$ cat config.mk
export PLATFORM = sky130hd
export DESIGN_NAME = enemy_life_flat
export DESIGN_NICKNAME = d
export VERILOG_FILES = /design/src/rtl/enemy_life_pkg.sv /design/src/rtl/enemy_life_if.sv /design/src/rtl/enemy_life_frame_timer.sv /design/src/rtl/enemy_life.sv /design/src/flat_wrapper.sv
export SDC_FILE = /design/constraint.sdc
export NUM_CORES = 1
export LEC_CHECK = 0
export BUFFER_PORTS_ARGS = -buffer_cell sky130_fd_sc_hd__buf_2
export CORE_UTILIZATION = 59
export CTS_CLUSTER_SIZE = 25
export DETAILED_ROUTE_END_ITERATION = 10
export PLACE_DENSITY = 0.83
export SLEW_MARGIN = 15
export SYNTH_ARGS = -nofsm -noshare
export SYNTH_HDL_FRONTEND = slang
export SYNTH_SLANG_ARGS = --single-unit
export TNS_END_PERCENT = 50
$ cat constraint.sdc
create_clock -name Clk -period 4.3 [get_ports Clk]
set_input_delay 0 -clock Clk [delete_from_list [all_inputs] [get_ports Clk]]
set_output_delay 0 -clock Clk [all_outputs]
set_load 0.03 [all_outputs]
$ cat src/rtl/enemy_life_pkg.sv
// enemy_life_pkg: shared life-cycle state type, field widths and HP arithmetic.
package enemy_life_pkg;
   localparam int HP_W = 4;
   localparam int FC_W = 8;
   typedef enum logic [2:0] {SPAWN_WAIT, ALIVE, HURT, DYING, DEAD} life_state_t;
   function automatic logic [HP_W-1:0] sat_sub(input logic [HP_W-1:0] hp, input logic [HP_W-1:0] dmg);
      logic [HP_W:0] d;
      d = {1'b0, hp} - {1'b0, dmg};
      return d[HP_W] ? '0 : d[HP_W-1:0];
   endfunction
endpackage

$ cat src/rtl/enemy_life_if.sv
// enemy_life_if: hit/tick inputs and life status outputs between game logic and enemy_life.
interface enemy_life_if;
   import enemy_life_pkg::*;
   logic            game_frame_clk_rising_edge;
   logic            Game_Enable;
   logic            Bullet_Hit;
   logic [HP_W-1:0] Bullet_Damage;
   logic            is_alive;
   logic            Enemy_Is_Attacked;
   logic [HP_W-1:0] Enemy_HP;
   logic            Dying;
   logic            Kill_Pulse;
   logic            Respawn_Pulse;
   modport master(
      output game_frame_clk_rising_edge, Game_Enable, Bullet_Hit, Bullet_Damage,
      input  is_alive, Enemy_Is_Attacked, Enemy_HP, Dying, Kill_Pulse, Respawn_Pulse
   );
   modport slave(
      input  game_frame_clk_rising_edge, Game_Enable, Bullet_Hit, Bullet_Damage,
      output is_alive, Enemy_Is_Attacked, Enemy_HP, Dying, Kill_Pulse, Respawn_Pulse
   );
endinterface

$ cat src/rtl/enemy_life_frame_timer.sv
// enemy_life_frame_timer: loadable frame-tick down-counter; o_done marks the tick that ends the count.
module enemy_life_frame_timer
   import enemy_life_pkg::*;
#(
   parameter logic [FC_W-1:0] RST_VAL = '0
)(
   input  logic            Clk,
   input  logic            Reset_n,
   input  logic            i_tick,
   input  logic            i_load,
   input  logic [FC_W-1:0] i_load_val,
   output logic            o_done
);
   logic [FC_W-1:0] r_cnt;
   always_ff @(posedge Clk or negedge Reset_n)
      if (!Reset_n) r_cnt <= RST_VAL;
      else if (i_load) r_cnt <= i_load_val;
      else if (i_tick && r_cnt != '0) r_cnt <= r_cnt - FC_W'(1);
   assign o_done = i_tick && r_cnt == FC_W'(1);
endmodule

$ cat src/rtl/enemy_life.sv
// enemy_life: per-enemy spawn/hit/death/respawn controller feeding the enemy sprite logic.
module enemy_life
   import enemy_life_pkg::*;
#(
   parameter int ID             = 0,
   parameter int MAX_HP         = 4,
   parameter int HIT_FRAMES     = 7,
   parameter int DEATH_FRAMES   = 16,
   parameter int RESPAWN_FRAMES = 120,
   parameter int SPAWN_FRAMES   = 30
)(
   input logic         Clk,
   input logic         Reset_n,
   enemy_life_if.slave life
);
   localparam logic [FC_W-1:0] SPAWN_TICKS = FC_W'(SPAWN_FRAMES * (ID + 1));
   life_state_t     r_state, w_state;
   logic [HP_W-1:0] r_hp, w_hp, w_hit_hp;
   logic            r_att, w_att, r_kill, w_kill, r_resp, w_resp;
   logic            w_tick, w_hit, w_load, w_done;
   logic [FC_W-1:0] w_load_val;
   assign w_tick   = life.game_frame_clk_rising_edge & life.Game_Enable;
   assign w_hit    = life.Bullet_Hit & life.Game_Enable;
   assign w_hit_hp = sat_sub(r_hp, life.Bullet_Damage);
   enemy_life_frame_timer #(.RST_VAL(SPAWN_TICKS)) u_frame_timer (
      .Clk        (Clk),
      .Reset_n    (Reset_n),
      .i_tick     (w_tick),
      .i_load     (w_load),
      .i_load_val (w_load_val),
      .o_done     (w_done)
   );
   always_ff @(posedge Clk or negedge Reset_n)
      if (!Reset_n) begin
         r_state <= SPAWN_WAIT;
         r_hp    <= '0;
         r_att   <= 1'b0;
         r_kill  <= 1'b0;
         r_resp  <= 1'b0;
      end else begin
         r_state <= w_state;
         r_hp    <= w_hp;
         r_att   <= w_att;
         r_kill  <= w_kill;
         r_resp  <= w_resp;
      end
   // The attacked level drops after the first enabled tick; a hit on a tick re-arms it and wins.
   always_comb begin
      w_state    = r_state;
      w_hp       = r_hp;
      w_att      = r_att & ~w_tick;
      w_kill     = 1'b0;
      w_resp     = 1'b0;
      w_load     = 1'b0;
      w_load_val = '0;
      case (r_state)
         SPAWN_WAIT, DEAD: if (w_done) begin
            w_state = ALIVE;
            w_hp    = HP_W'(MAX_HP);
            w_resp  = 1'b1;
         end
         ALIVE: if (w_hit) begin
            w_hp       = w_hit_hp;
            w_kill     = w_hit_hp == '0;
            w_att      = !w_kill;
            w_state    = w_kill ? DYING : HURT;
            w_load     = 1'b1;
            w_load_val = w_kill ? FC_W'(DEATH_FRAMES) : FC_W'(HIT_FRAMES);
         end
         HURT: if (w_done) w_state = ALIVE;
         DYING: if (w_done) begin
            w_state    = DEAD;
            w_load     = 1'b1;
            w_load_val = FC_W'(RESPAWN_FRAMES);
         end
         default: w_state = SPAWN_WAIT;
      endcase
   end
   assign life.is_alive          = r_state == ALIVE || r_state == HURT;
   assign life.Dying             = r_state == DYING;
   assign life.Enemy_HP          = r_hp;
   assign life.Enemy_Is_Attacked = r_att;
   assign life.Kill_Pulse        = r_kill;
   assign life.Respawn_Pulse     = r_resp;
endmodule
$ cat src/flat_wrapper.sv
// flat-port wrapper written by rule: the top's interface ports become plain ports
module enemy_life_flat import enemy_life_pkg::*;
#(
   parameter int ID             = 0,
   parameter int MAX_HP         = 4,
   parameter int HIT_FRAMES     = 7,
   parameter int DEATH_FRAMES   = 16,
   parameter int RESPAWN_FRAMES = 120,
   parameter int SPAWN_FRAMES   = 30
)
  (Clk, Reset_n, life_game_frame_clk_rising_edge, life_Game_Enable, life_Bullet_Hit, life_Bullet_Damage, life_is_alive, life_Enemy_Is_Attacked, life_Enemy_HP, life_Dying, life_Kill_Pulse, life_Respawn_Pulse);
  enemy_life_if life_i ();
  input logic Clk;
  input logic Reset_n;
  input wire logic [$bits(life_i.game_frame_clk_rising_edge)-1:0] life_game_frame_clk_rising_edge;
  input wire logic [$bits(life_i.Game_Enable)-1:0] life_Game_Enable;
  input wire logic [$bits(life_i.Bullet_Hit)-1:0] life_Bullet_Hit;
  input wire logic [$bits(life_i.Bullet_Damage)-1:0] life_Bullet_Damage;
  output wire logic [$bits(life_i.is_alive)-1:0] life_is_alive;
  output wire logic [$bits(life_i.Enemy_Is_Attacked)-1:0] life_Enemy_Is_Attacked;
  output wire logic [$bits(life_i.Enemy_HP)-1:0] life_Enemy_HP;
  output wire logic [$bits(life_i.Dying)-1:0] life_Dying;
  output wire logic [$bits(life_i.Kill_Pulse)-1:0] life_Kill_Pulse;
  output wire logic [$bits(life_i.Respawn_Pulse)-1:0] life_Respawn_Pulse;
  assign life_i.game_frame_clk_rising_edge = life_game_frame_clk_rising_edge;
  assign life_i.Game_Enable = life_Game_Enable;
  assign life_i.Bullet_Hit = life_Bullet_Hit;
  assign life_i.Bullet_Damage = life_Bullet_Damage;
  assign life_is_alive = life_i.is_alive;
  assign life_Enemy_Is_Attacked = life_i.Enemy_Is_Attacked;
  assign life_Enemy_HP = life_i.Enemy_HP;
  assign life_Dying = life_i.Dying;
  assign life_Kill_Pulse = life_i.Kill_Pulse;
  assign life_Respawn_Pulse = life_i.Respawn_Pulse;
  enemy_life #(.ID(ID), .MAX_HP(MAX_HP), .HIT_FRAMES(HIT_FRAMES), .DEATH_FRAMES(DEATH_FRAMES), .RESPAWN_FRAMES(RESPAWN_FRAMES), .SPAWN_FRAMES(SPAWN_FRAMES)) u_core (.Clk(Clk), .Reset_n(Reset_n), .life(life_i));
endmodule
# Word level (Yosys, flattened, before mapping)
# Index checks and enable logic that the tools add are counted.
# totals
inputBits	9
wordCells	57
out_inout_bits	9
regBits	18
# classes
n_reduce_logical	13
mux	23
n_eq_ne	9
bitwise	4
addsub	2
# ops
cell	count
2-to-1 mux 8 bit	3
case mux 8 bit (2 select lines)	1
2-to-1 mux 4 bit	3
2-to-1 mux 3 bit	3
case mux 3 bit (3 select lines)	1
== test 8 x 1 -> 1 bit, second input constant	1
2-to-1 mux 1 bit	8
case mux 4 bit (2 select lines)	1
nonzero test 8 bit	1
subtractor 8 x 1 -> 8 bit, second input constant	1
2-to-1 mux 7 bit	1
== test 3 x 2 -> 1 bit, second input constant	2
inequality test 2 x 1 -> 1 bit, second input constant	3
AND reduction 3 bit	2
2-to-1 mux 5 bit	1
subtractor 4 x 4 -> 5 bit	1
logical NOT 4 bit	1
nonzero test 2 bit	2
AND 1 bit	3
== test 3 x 1 -> 1 bit, second input constant	1
== test 3 bit, second input constant	1
logical NOT 3 bit	1
OR reduction 3 bit	1
logical AND 1 bit	2
6 further kinds	6

# Longest topological paths before layout
# depth
word_depth	7
ltp_mapped	8
mapped_depth_nobuf	8

# Cells and area by module
# Synthesis repeated with hierarchy kept, for this count alone.
# unflattened
cells_unflattened	135
hier_area_um2	1236.2
# modules_own_cells
mod	instances	area_per_inst_um2	seq_area_each_um2	cells_per_inst
enemy_life	1	640.6	250.2	69
enemy_life_frame_timer	1	595.6	205.2	66

# Worst setup path after synthesis
# Ideal clock, no wire load.
# synth_timing
kind	flip-flop to flip-flop
from	reg u_core.r_hp[0] (netlist: u_core.life.Enemy_HP[0])
to	reg u_core.r_att (netlist: u_core.life.Enemy_Is_Attacked)
setup_time_ns	0.120
n_path_buf	0
slack_ns	2.255
path_stages_with_launch	7
synth_period_minus_slack_ns	2.045
arrival_ns	1.925
required_time_ns	4.180
cell_sequence	dfrtp_1 -> inv_1 -> ha_1 -> fa_1 -> xnor2_1 -> o311a_1 -> a31o_1
# synth_between
elab_chain_len	6
# synth_lines
element	line_no	rtl
start, declared	enemy_life.sv:18	logic [HP_W-1:0] r_hp, w_hp, w_hit_hp;
start signal, assigned	enemy_life.sv:42	r_hp <= w_hp;
subtractor 4 x 4 -> 5 bit	enemy_life_pkg.sv:8	d = {1'b0, hp} - {1'b0, dmg};
2-to-1 mux 4 bit	enemy_life_pkg.sv:9	return d[HP_W] ? '0 : d[HP_W-1:0];
logical NOT 4 bit	enemy_life.sv:64	w_kill = w_hit_hp == '0;
logical NOT 1 bit	enemy_life.sv:65	w_att = !w_kill;
2-to-1 mux 1 bit	enemy_life.sv:62	ALIVE: if (w_hit) begin
2-to-1 mux 1 bit	enemy_life.sv:56	case (r_state)
net u_core.w_att	enemy_life.sv:19	logic r_att, w_att, r_kill, w_kill, r_resp, w_resp;
end signal, assigned	enemy_life.sv:43	r_att <= w_att;
end, declared	enemy_life.sv:19	
# The timed path passes the listed nets, and every way through them passes these cells.
# A chain may end at the register's enable or synchronous reset.

# Worst setup path after layout
# Ends and elaborated chain as after synthesis.

==> summary.txt <==
Outcome
  • Outcome: complete, no violations

Timing
  • Max Freq: 501 MHz
  • Final Setup Violations: 0
  • Hold Vio Cnt, Final: 0
  • Final Hold Slack: 14.8 ps
  • Total negative slack: 0 ps
  • Post-route minimum period: 2000 ps
  • Slew at the pin closest to its max-slew limit: 537 ps
  • Worst setup margin: 2300 ps
  • RSZ-0062 raised after global routing: false
  • Slew margin rel.: 63.9%
  • Pins Over Slew Limit: 0
  • Tcrit/Tclk final: 46.4%
  • Worst Skew: 4.51 ps

Global routing
  • Grt ovf: 0
  • Initial antenna violation count: 0
  • Largest net degree at the start of global routing: 19
  • First-pass GRT wire length: 3.44 mm
  • Vias in the first global route: 777
  • Total GRT Usage: 22.5%

Setup path
  • CP top delay family: compound AO/OA/AOI/OAI gates
  • Startpoint Class: flop
  • Crit path DAT: 2180 ps
  • Crit-path cells: inv_1, ha_1, fa_1, xnor2_1, o311a_1, a31o_1
  • Crit path max fanout: 5
  • Buf+Inv Stages, Crit Path: 1
  • Crit path kind: flop to flop
  • Slowest cell delay on critical path: 430 ps
  • Worst Setup End Kind: flop
  • Worst Path Required: 4480 ps
  • Critical path's slowest cell: o311a_1

Clock tree
  • H-tree depth: 1
  • Setup Buffers After CTS: 0
  • CTS sink count: 18
  • Total CTS buffers: 3
  • Clock latency on the worst-skew pair: 290 ps
  • CTS Buffer Depth: 2
  • Reg clk slew, reported paths: 100 ps
  • CTS tree: done
  • Clk Tree Root Cell: clkbuf_4

Place
  • Placed cell count: 151
  • Area post-placement: 1240 sq um
  • HPWL after DPL: 1.56 mm
  • Pre-CTS WS: 2350 ps
  • Final GP Congestion: 0.817
  • Port Buffers: 17

Synthesis
  • Cell with the most instances after synthesis: dfrtp_1
  • #FFs+latches synth: 18
  • Top cells by area, synth: dfrtp_1, dfstp_2, ha_1, xor2_1, a21oi_1
  • Synth cell types: 42
  • Mean Syn Cell Area: 10.3 sq um
  • Post-synth top flop: dfrtp_1
  • EDFF count, synth: 0
  • Leading area contributor after synthesis: dfrtp_1
  • Top cells by count, synth: dfrtp_1, inv_1, nor2_1
  • Cells after Synth: 110
  • Asr flop ratio synth: 100%
  • Post-Syn Area: 1130 sq um
  • Ys Warns: 0
  • Synthesized net count: 126
  • Sequential share of the synthesized area: 40.3%
  • Top cell type's share of synthesized area: 31.0%

Finish
  • Share of layout cells above drive strength 1: 26.0%
  • Nets: 148
  • Post-route cell area: 1290 sq um
  • ANT cells: 0
  • P&R area growth vs syn: 14.0%
  • Fin cells: 156

Power
  • Worst vdd ir: 0.000347 V
  • Power per cell area: 612 nW/um^2
  • Leakage: 0.659 nW

Detailed routing
  • Initial drt markers: 25
  • Via density: 5.71
  • Vias: 891
  • DRC Markers: 0
  • Total wire length: 2.12 mm
  • WL per Instance: 13.6 um
  • Initial DRT Pass Iterations: 4
  • Post-DRT Antenna Nets: 0

Min path
  • Worst hold path type: primary input to flop

Floorplanning
  • Num rows: 15
  • Die X-Extent: 45.8 um
  • Die ar.: 2090 sq um
  • Die H: 45.8 um
  • Core area: 1760 sq um
  • IO Pins: 18
  • Initial core utilization: 64.0%

Run
  • Number of max-cap violations: 0
cells in the final DEF (no fill, tap or decap), types with 4 or more instances in the layout:
cell type / count
a21oi_1: 8
buf_2: 17
dfrtp_1: 14
dfstp_2: 4
ha_1: 6
inv_1: 9
nand2_1: 7
nor2_1: 9
o21ai_1: 4
xor2_1: 5
worst paths after layout:
| check | to | cells after the start | from | slack (ps) |
|---|---|---|---|---|
| setup / recovery | u_core.life.Enemy_Is_Attacked | 6 | u_core.life.Enemy_HP[0] | 2300 |
| hold / removal | u_core.life.Enemy_HP[0] | 3 | life_Bullet_Damage[0] | 10 |
| setup reg to reg | u_core.life.Enemy_Is_Attacked | 6 | u_core.life.Enemy_HP[0] | 2300 |
| hold reg to reg | u_core.r_state[1] | 1 | u_core.r_state[2] | 530 |
| max in group asynchronous | u_core.u_frame_timer.r_cnt[4] | 2 | Reset_n | 3820 |
| min in group asynchronous | u_core.u_frame_timer.r_cnt[5] | 2 | Reset_n | 160 |
cells by family (layout without fill, tap and decap cells):
kind of cell | after synthesis | in the layout | share of synthesized area (%)
compound gates | 26 | 26 | 16.5
xor+xnor | 7 | 7 | 5.43
fa+ha+maj | 7 | 7 | 8.42
buf+inv | 10 | 31 | 3.43
flops | 18 | 18 | 40.3
simple gates | 42 | 42 | 25.9
worst reg2reg max path, stage by stage (launching register included):
cell and delay [ps]:
dfrtp_1 380, inv_1 50, ha_1 220, fa_1 410, xnor2_1 200, o311a_1 430, a31o_1 210
layout make-up:
cell class	instances	area, sq um
multi-input cells	82	636
clock buffers	4	36.3
well taps	25	31.3
inverters	9	33.8
flip-flops and latches	18	455
repair buffers	18	95.1
fillers	156	477
stage by stage:
stage               util [%]  power (mW)
floorplan                  -       0.603
global placement        70.4       0.674
detailed placement      70.4       0.684
CTS                     73.0       0.791
global route            73.0       0.852
finish                  73.0       0.788
power breakdown:
part,switching [mW],internal [mW]
clock,0.0508,0.0515
sequential,0.0851,0.240
combinational,0.211,0.149
total,0.346,0.441
state kept, by name, summed over array words and instances, names as in the netlist:
register                       flops
u_core.life.Respawn_Pulse          1
u_core.u_frame_timer.r_cnt         8
u_core.life.Kill_Pulse             1
u_core.life.Enemy_HP               4
u_core.life.Enemy_Is_Attacked      1
u_core.r_state                     3
what timing repair did:
action                    4_1_cts  5_1_grt
resized for setup               0        0
hold endpoints to repair       18        0
hold buffers                    1        0
routing by layer:
metal  wire, um  track usage [%]  up-vias
li1           -                -      447
met1        978             34.4      409
met2       1010             34.3       31
met3        126             3.57        4
met4         12             3.53        0
met5          0                0        -
(Power assumes the default switching activity.)
